File: src/rtl/execute_stage.sv
// Execute stage: ID/EX pipeline register, forwarding muxes, ALU with zero
// flag, and the EX/MEM pipeline register feeding the memory stage.
module execute_stage #(
   parameter int unsigned WIDTH = 32
) (
   input  logic             clk,
   input  logic             reset,
   input  logic             stall_e,
   input  logic             flush_e,
   input  logic [WIDTH-1:0] rd1_d,
   input  logic [WIDTH-1:0] rd2_d,
   input  logic [WIDTH-1:0] imm_ext_d,
   input  logic [4:0]       rd_d,
   input  logic [2:0]       alu_ctrl_d,
   input  logic             alu_src_d,
   input  logic             reg_write_d,
   input  logic             mem_write_d,
   input  logic [1:0]       forward_a_e,
   input  logic [1:0]       forward_b_e,
   input  logic [WIDTH-1:0] result_w,
   output logic             zero_e,
   output logic [WIDTH-1:0] alu_result_m,
   output logic [WIDTH-1:0] write_data_m,
   output logic [4:0]       rd_m,
   output logic             reg_write_m,
   output logic             mem_write_m
);

   localparam int unsigned REG_IDX_W = 5;
   localparam int unsigned CTRL_W    = 3;
   localparam int unsigned FWD_W     = 2;

   // ALU control encodings from the ALU decoder
   localparam logic [CTRL_W-1:0] ALU_ADD = 3'b010;
   localparam logic [CTRL_W-1:0] ALU_SUB = 3'b110;
   localparam logic [CTRL_W-1:0] ALU_SLT = 3'b111;
   localparam logic [CTRL_W-1:0] ALU_OR  = 3'b001;
   localparam logic [CTRL_W-1:0] ALU_AND = 3'b000;

   // Forwarding selects from the hazard unit; 11 falls back to the register value
   localparam logic [FWD_W-1:0] FWD_MEM = 2'b10;
   localparam logic [FWD_W-1:0] FWD_WB  = 2'b01;

   // ID/EX pipeline register payload
   typedef struct packed {
      logic [WIDTH-1:0]     rd1;
      logic [WIDTH-1:0]     rd2;
      logic [WIDTH-1:0]     imm_ext;
      logic [REG_IDX_W-1:0] rd;
      logic [CTRL_W-1:0]    alu_ctrl;
      logic                 alu_src;
      logic                 reg_write;
      logic                 mem_write;
   } id_ex_t;

   // EX/MEM pipeline register payload
   typedef struct packed {
      logic [WIDTH-1:0]     alu_result;
      logic [WIDTH-1:0]     write_data;
      logic [REG_IDX_W-1:0] rd;
      logic                 reg_write;
      logic                 mem_write;
   } ex_mem_t;

   id_ex_t           id_ex_q;
   id_ex_t           id_ex_load;
   ex_mem_t          ex_mem_q;
   ex_mem_t          ex_mem_load;

   logic [WIDTH-1:0] src_a;
   logic [WIDTH-1:0] fwd_b;
   logic [WIDTH-1:0] src_b;
   logic [WIDTH-1:0] alu_result;
   logic             slt_lt;

   // Gather decode-stage inputs into the ID/EX payload
   always_comb begin
      id_ex_load           = '0;
      id_ex_load.rd1       = rd1_d;
      id_ex_load.rd2       = rd2_d;
      id_ex_load.imm_ext   = imm_ext_d;
      id_ex_load.rd        = rd_d;
      id_ex_load.alu_ctrl  = alu_ctrl_d;
      id_ex_load.alu_src   = alu_src_d;
      id_ex_load.reg_write = reg_write_d;
      id_ex_load.mem_write = mem_write_d;
   end

   // ID/EX register: flush loads an all-zero bubble ("and 0,0", no writes), stall holds
   always_ff @(posedge clk or posedge reset) begin
      if (reset) begin
         id_ex_q <= '0;
      end else if (flush_e) begin
         id_ex_q <= '0;
      end else if (!stall_e) begin
         id_ex_q <= id_ex_load;
      end
   end

   // Operand A forwarding mux
   always_comb begin
      src_a = id_ex_q.rd1;
      case (forward_a_e)
         FWD_MEM: src_a = ex_mem_q.alu_result;
         FWD_WB:  src_a = result_w;
         default: src_a = id_ex_q.rd1;
      endcase
   end

   // Operand B forwarding mux; the forwarded value is also the store data
   always_comb begin
      fwd_b = id_ex_q.rd2;
      case (forward_b_e)
         FWD_MEM: fwd_b = ex_mem_q.alu_result;
         FWD_WB:  fwd_b = result_w;
         default: fwd_b = id_ex_q.rd2;
      endcase
   end

   // Operand B source select: immediate or forwarded register
   always_comb begin
      src_b = fwd_b;
      if (id_ex_q.alu_src) begin
         src_b = id_ex_q.imm_ext;
      end
   end

   // ALU; arithmetic wraps modulo 2^WIDTH, unused encodings produce 0
   always_comb begin
      alu_result = '0;
      slt_lt     = ($signed(src_a) < $signed(src_b));
      case (id_ex_q.alu_ctrl)
         ALU_ADD: alu_result = src_a + src_b;
         ALU_SUB: alu_result = src_a - src_b;
         ALU_SLT: alu_result = WIDTH'(slt_lt);
         ALU_OR:  alu_result = src_a | src_b;
         ALU_AND: alu_result = src_a & src_b;
         default: alu_result = '0;
      endcase
   end

   // Branch-resolution zero flag, same cycle as the ALU
   assign zero_e = (alu_result == '0);

   // Gather EX results into the EX/MEM payload
   always_comb begin
      ex_mem_load            = '0;
      ex_mem_load.alu_result = alu_result;
      ex_mem_load.write_data = fwd_b;
      ex_mem_load.rd         = id_ex_q.rd;
      ex_mem_load.reg_write  = id_ex_q.reg_write;
      ex_mem_load.mem_write  = id_ex_q.mem_write;
   end

   // EX/MEM register: a stall inserts a bubble so the held instruction issues only once
   always_ff @(posedge clk or posedge reset) begin
      if (reset) begin
         ex_mem_q <= '0;
      end else if (stall_e) begin
         ex_mem_q <= '0;
      end else begin
         ex_mem_q <= ex_mem_load;
      end
   end

   // Registered outputs to the memory stage
   assign alu_result_m = ex_mem_q.alu_result;
   assign write_data_m = ex_mem_q.write_data;
   assign rd_m         = ex_mem_q.rd;
   assign reg_write_m  = ex_mem_q.reg_write;
   assign mem_write_m  = ex_mem_q.mem_write;

endmodule

File: config.mk
export PLATFORM = sky130hd
export DESIGN_NAME = execute_stage
export DESIGN_NICKNAME = d
export VERILOG_FILES = /design/src/rtl/execute_stage.sv
export SDC_FILE = /design/constraint.sdc
export NUM_CORES = 1
export LEC_CHECK = 0
export BUFFER_PORTS_ARGS = -buffer_cell sky130_fd_sc_hd__buf_2
export CELL_PAD_IN_SITES_DETAIL_PLACEMENT = 1
export CELL_PAD_IN_SITES_GLOBAL_PLACEMENT = 2
export CORE_AREA = 2 2 202 204
export DETAILED_ROUTE_END_ITERATION = 8
export DIE_AREA = 0 0 204 206
export PLACE_DENSITY_LB_ADDON = 0.1
export SYNTH_ARGS = -nofsm -noshare
export SYNTH_HDL_FRONTEND = slang
export SYNTH_SLANG_ARGS = --single-unit
File: constraint.sdc
create_clock -name clk -period 8.4 [get_ports clk]
set_input_delay 1.68 -clock clk [delete_from_list [all_inputs] [get_ports clk]]
set_output_delay 1.68 -clock clk [all_outputs]
set_load 0.02 [all_outputs]
==> reports/summary.txt <==
Clock Latency Late Sink -> 460 ps
Period Utilization, post-route -> 0.971
First-pass GRT wire length -> 85600 um
Share of flip-flops with an asynchronous set or reset -> 1.00
Yosys top cell area share -> 0.333
Layout cells sized above 1 -> 0.234
Clock root cell -> clkbuf_16
Area growth syn-to-layout -> 24.5%
Measured slew at the worst slew-check pin -> 1050 ps
Final Skew -> 14.7 ps
Leak Pwr -> 7.96 nW
Residual DRC -> 0
Dpl cells -> 2430
Crit path required time -> 6720 ps
Worst r2r src -> id_ex_q[2]$_DFFE_PP0P_
Largest net degree at the start of global routing -> 103
Maximum vdd ir drop -> 0.0985 mV
Initial antenna violation count -> 2
DRT Wirelength -> 57100 um
CP endpoint -> zero_e
Syn Std Cell Area -> 13400 um^2
Sequential area share after synthesis -> 0.333
Non-Filler Instances -> 2465
Filler Cell Count -> 4969
# port buffers -> 218
CP startpoint kind -> input port
Cts bufs inserted -> 17
Max FO, Critical Path -> 6
Fmax -> 0.123 GHz
Max-cap violations -> 0
EDFF count, synth -> 0
GR Util All Layers -> 0.271
Pins Over Slew Limit -> 0
1st-pass router iterations -> 5
Tmin final -> 8160 ps
Die ar. -> 42000 um^2
Number of global-route vias before repair -> 13700
Placement row count -> 74
Area leader, netlist -> dfrtp_1
CP arrival -> 6480 ps
I/O Pins -> 219
#FFs+latches synth -> 178
GRT overflow -> 0
Tot Pwr -> 2.90 mW
Avg Cell Area, Syn -> 8.19 um^2
Post-CTS Repair Setup Buffers -> 0
Antenna viol nets, final -> 0
TritonCTS clock tree -> done
Slew headroom -> 0.301
Power density cells -> 174 nW/um^2
Final Setup Violations -> 0
Max clock buf depth -> 2
Cell count after synthesis -> 1632
GP Congestion -> 0.928
Synth warnings -> 0
Starting DRT DRC Count -> 989
Syn_nets -> 1888
Setup TNS -> 0 ps
# resized after CTS -> 0
Die width -> 204 um
Final hold vios -> 0
H-tree depth -> 4
Synth cell types -> 84
R2r endpoint -> alu_result_m[29]$_DFF_PP0_
Routed wire per std cell -> 23.1 um
Chip height -> 206 um
Clock Pin Slew Worst Setup and Hold Paths -> 70 ps
Register area -> 4460 um^2
FF-to-FF setup slack -> 3920 ps
Endpoint class of the critical path -> output pin
Vias -> 13400
Ranking of synthesized cells by area -> dfrtp_1 33%, ha_1 10%, mux2i_1 8.4%, nor2_1 7.8%, a21oi_1 4.3%
Fin nets -> 2173
Cts hold-fix bufs -> 0
R2R depth -> 15
Core Region -> 40200 um^2
WS Path Type -> input port to output pin
RSZ-0062 raised after global routing -> false
HPWL Detailed -> 44600 um
CTS Sinks -> 178
Multi-input gate area -> 8160 um^2
Hold crit path type -> register to register
Outcome -> completed
Starting density of the core -> 0.333
Ys flop type -> dfrtp_1
Routed vias/inst -> 5.43
Crit. Startpoint -> forward_b_e[1]
## Yosys cell counts (all sizes together), types with 3 or more instances
cell type,number
a2111o,3
a2111oi,7
a211oi,26
a21o,11
a21oi,116
a221o,3
a221oi,3
a22oi,65
a31o,4
a31oi,20
and2,5
and3,6
buf,35
clkbuf,77
dfrtp,178
ha,107
inv,97
mux2i,112
nand2,112
nand2b,5
nand3,24
nand4,14
nor2,279
nor2b,31
nor3,18
nor4,19
o2111ai,3
o211ai,9
o21a,9
o21ai,112
o21ba,3
o21bai,9
o22ai,9
o311ai,3
o31a,6
o31ai,14
o41ai,4
or2,6
or3,7
xnor2,23
xor2,3
## power breakdown
part / switching, mW / leakage, nW / internal, mW
Combinational: 0.661 / 5.27 / 0.421
Sequential: 0.0394 / 2.39 / 0.905
Clock: 0.378 / 0.310 / 0.499
Total: 1.08 / 7.96 / 1.82
## critical path: stages
cell and delay, ps:
buf_2 110, inv_1 40, ha_1 220, buf_4 180, a22oi_1 180, nor2_1 60
a21oi_1 170, o21ai_1 180, buf_4 210, fa_1 410, o21ba_1 200, a2111o_1 510
a311oi_1 530, a31oi_1 180, xnor2_1 160, o22ai_1 90, a21oi_1 250, nand4_1 200
nor4_1 340, nand4_1 210, nor2_2 180, buf_2 180
## stage by stage
step	area [um^2]	setup WS [ps]	hold WS, ps	utilization
6_report	16600	240	504	0.414
4_1_cts	16600	46.8	508	0.413
5_1_grt	16600	8.43	540	0.414
3_3_place_gp	15900	54.5	468	0.397
2_1_floorplan	13400	569	464	-
3_5_place_dp	15900	52.2	485	0.397
## flip-flops by register name, summed over array words and instances (netlist names)
name / flops
mem_write_m: 1
id_ex_q: 100
reg_write_m: 1
ex_mem_load: 7
rd_m: 5
write_data_m: 32
alu_result_m: 32
## per-layer routing
metal / track usage / vias to the layer above / share of wire
li1: - / 6298 / -
met1: 0.408 / 6696 / 0.50
met2: 0.413 / 330 / 0.44
met3: 0.0273 / 59 / 0.041
met4: 0.0660 / 0 / 0.017
met5: 0 / - / 0
## placed cells by master, fill, tap and decap left out, types with 15 or more instances in the layout
cell,n
nor2_1,278
buf_2,216
dfrtp_1,176
buf_4,158
a21oi_1,114
mux2i_1,112
nand2_1,112
ha_1,103
o21ai_0,96
inv_1,91
a22oi_1,65
nor2b_1,31
a211oi_1,25
nand3_1,24
xnor2_1,23
a31oi_1,19
nor4_1,17
nor3_1,17
clkbuf_16,17
o21ai_1,15
## cell families (layout without fill, tap and decap cells)
kind of cell,count (synthesis),in the layout,synth area share
simple gates,538,538,0.178
compound gates,459,459,0.224
buf+inv,210,508,0.0606
flops,178,178,0.333
mux,112,112,0.0839
fa+ha+maj,109,109,0.103
xor+xnor,26,26,0.0170
other cells,0,3,0
## area by class of cell
type                            count  area share
Antenna cell                        3    0.000451
Clock buffer                       20      0.0280
Clock inverter                     12      0.0100
Inverter                           98      0.0226
Multi-Input combinational cell   1244       0.491
Sequential cell                   178       0.268
Tap cell                          532      0.0400
Timing Repair Buffer              378       0.141
## how the worst min path moves through the flow
stage / slack (ps) / end / cells past startpoint / startpoint
3_5_place_dp: 490 / rd_m[3]$_DFF_PP0_ / 1 / ex_mem_load[5]$_DFFE_PP0P_
2_1_floorplan: 460 / mem_write_m$_DFF_PP0_ / 1 / ex_mem_load[0]$_DFFE_PP0P_
5_1_grt: 540 / rd_m[1]$_DFF_PP0_ / 1 / ex_mem_load[3]$_DFFE_PP0P_
4_1_cts: 510 / rd_m[3]$_DFF_PP0_ / 1 / ex_mem_load[5]$_DFFE_PP0P_
6_report: 500 / rd_m[2]$_DFF_PP0_ / 1 / ex_mem_load[4]$_DFFE_PP0P_
3_3_place_gp: 470 / rd_m[1]$_DFF_PP0_ / 1 / ex_mem_load[3]$_DFFE_PP0P_
Power figures use the tool's default switching activity.
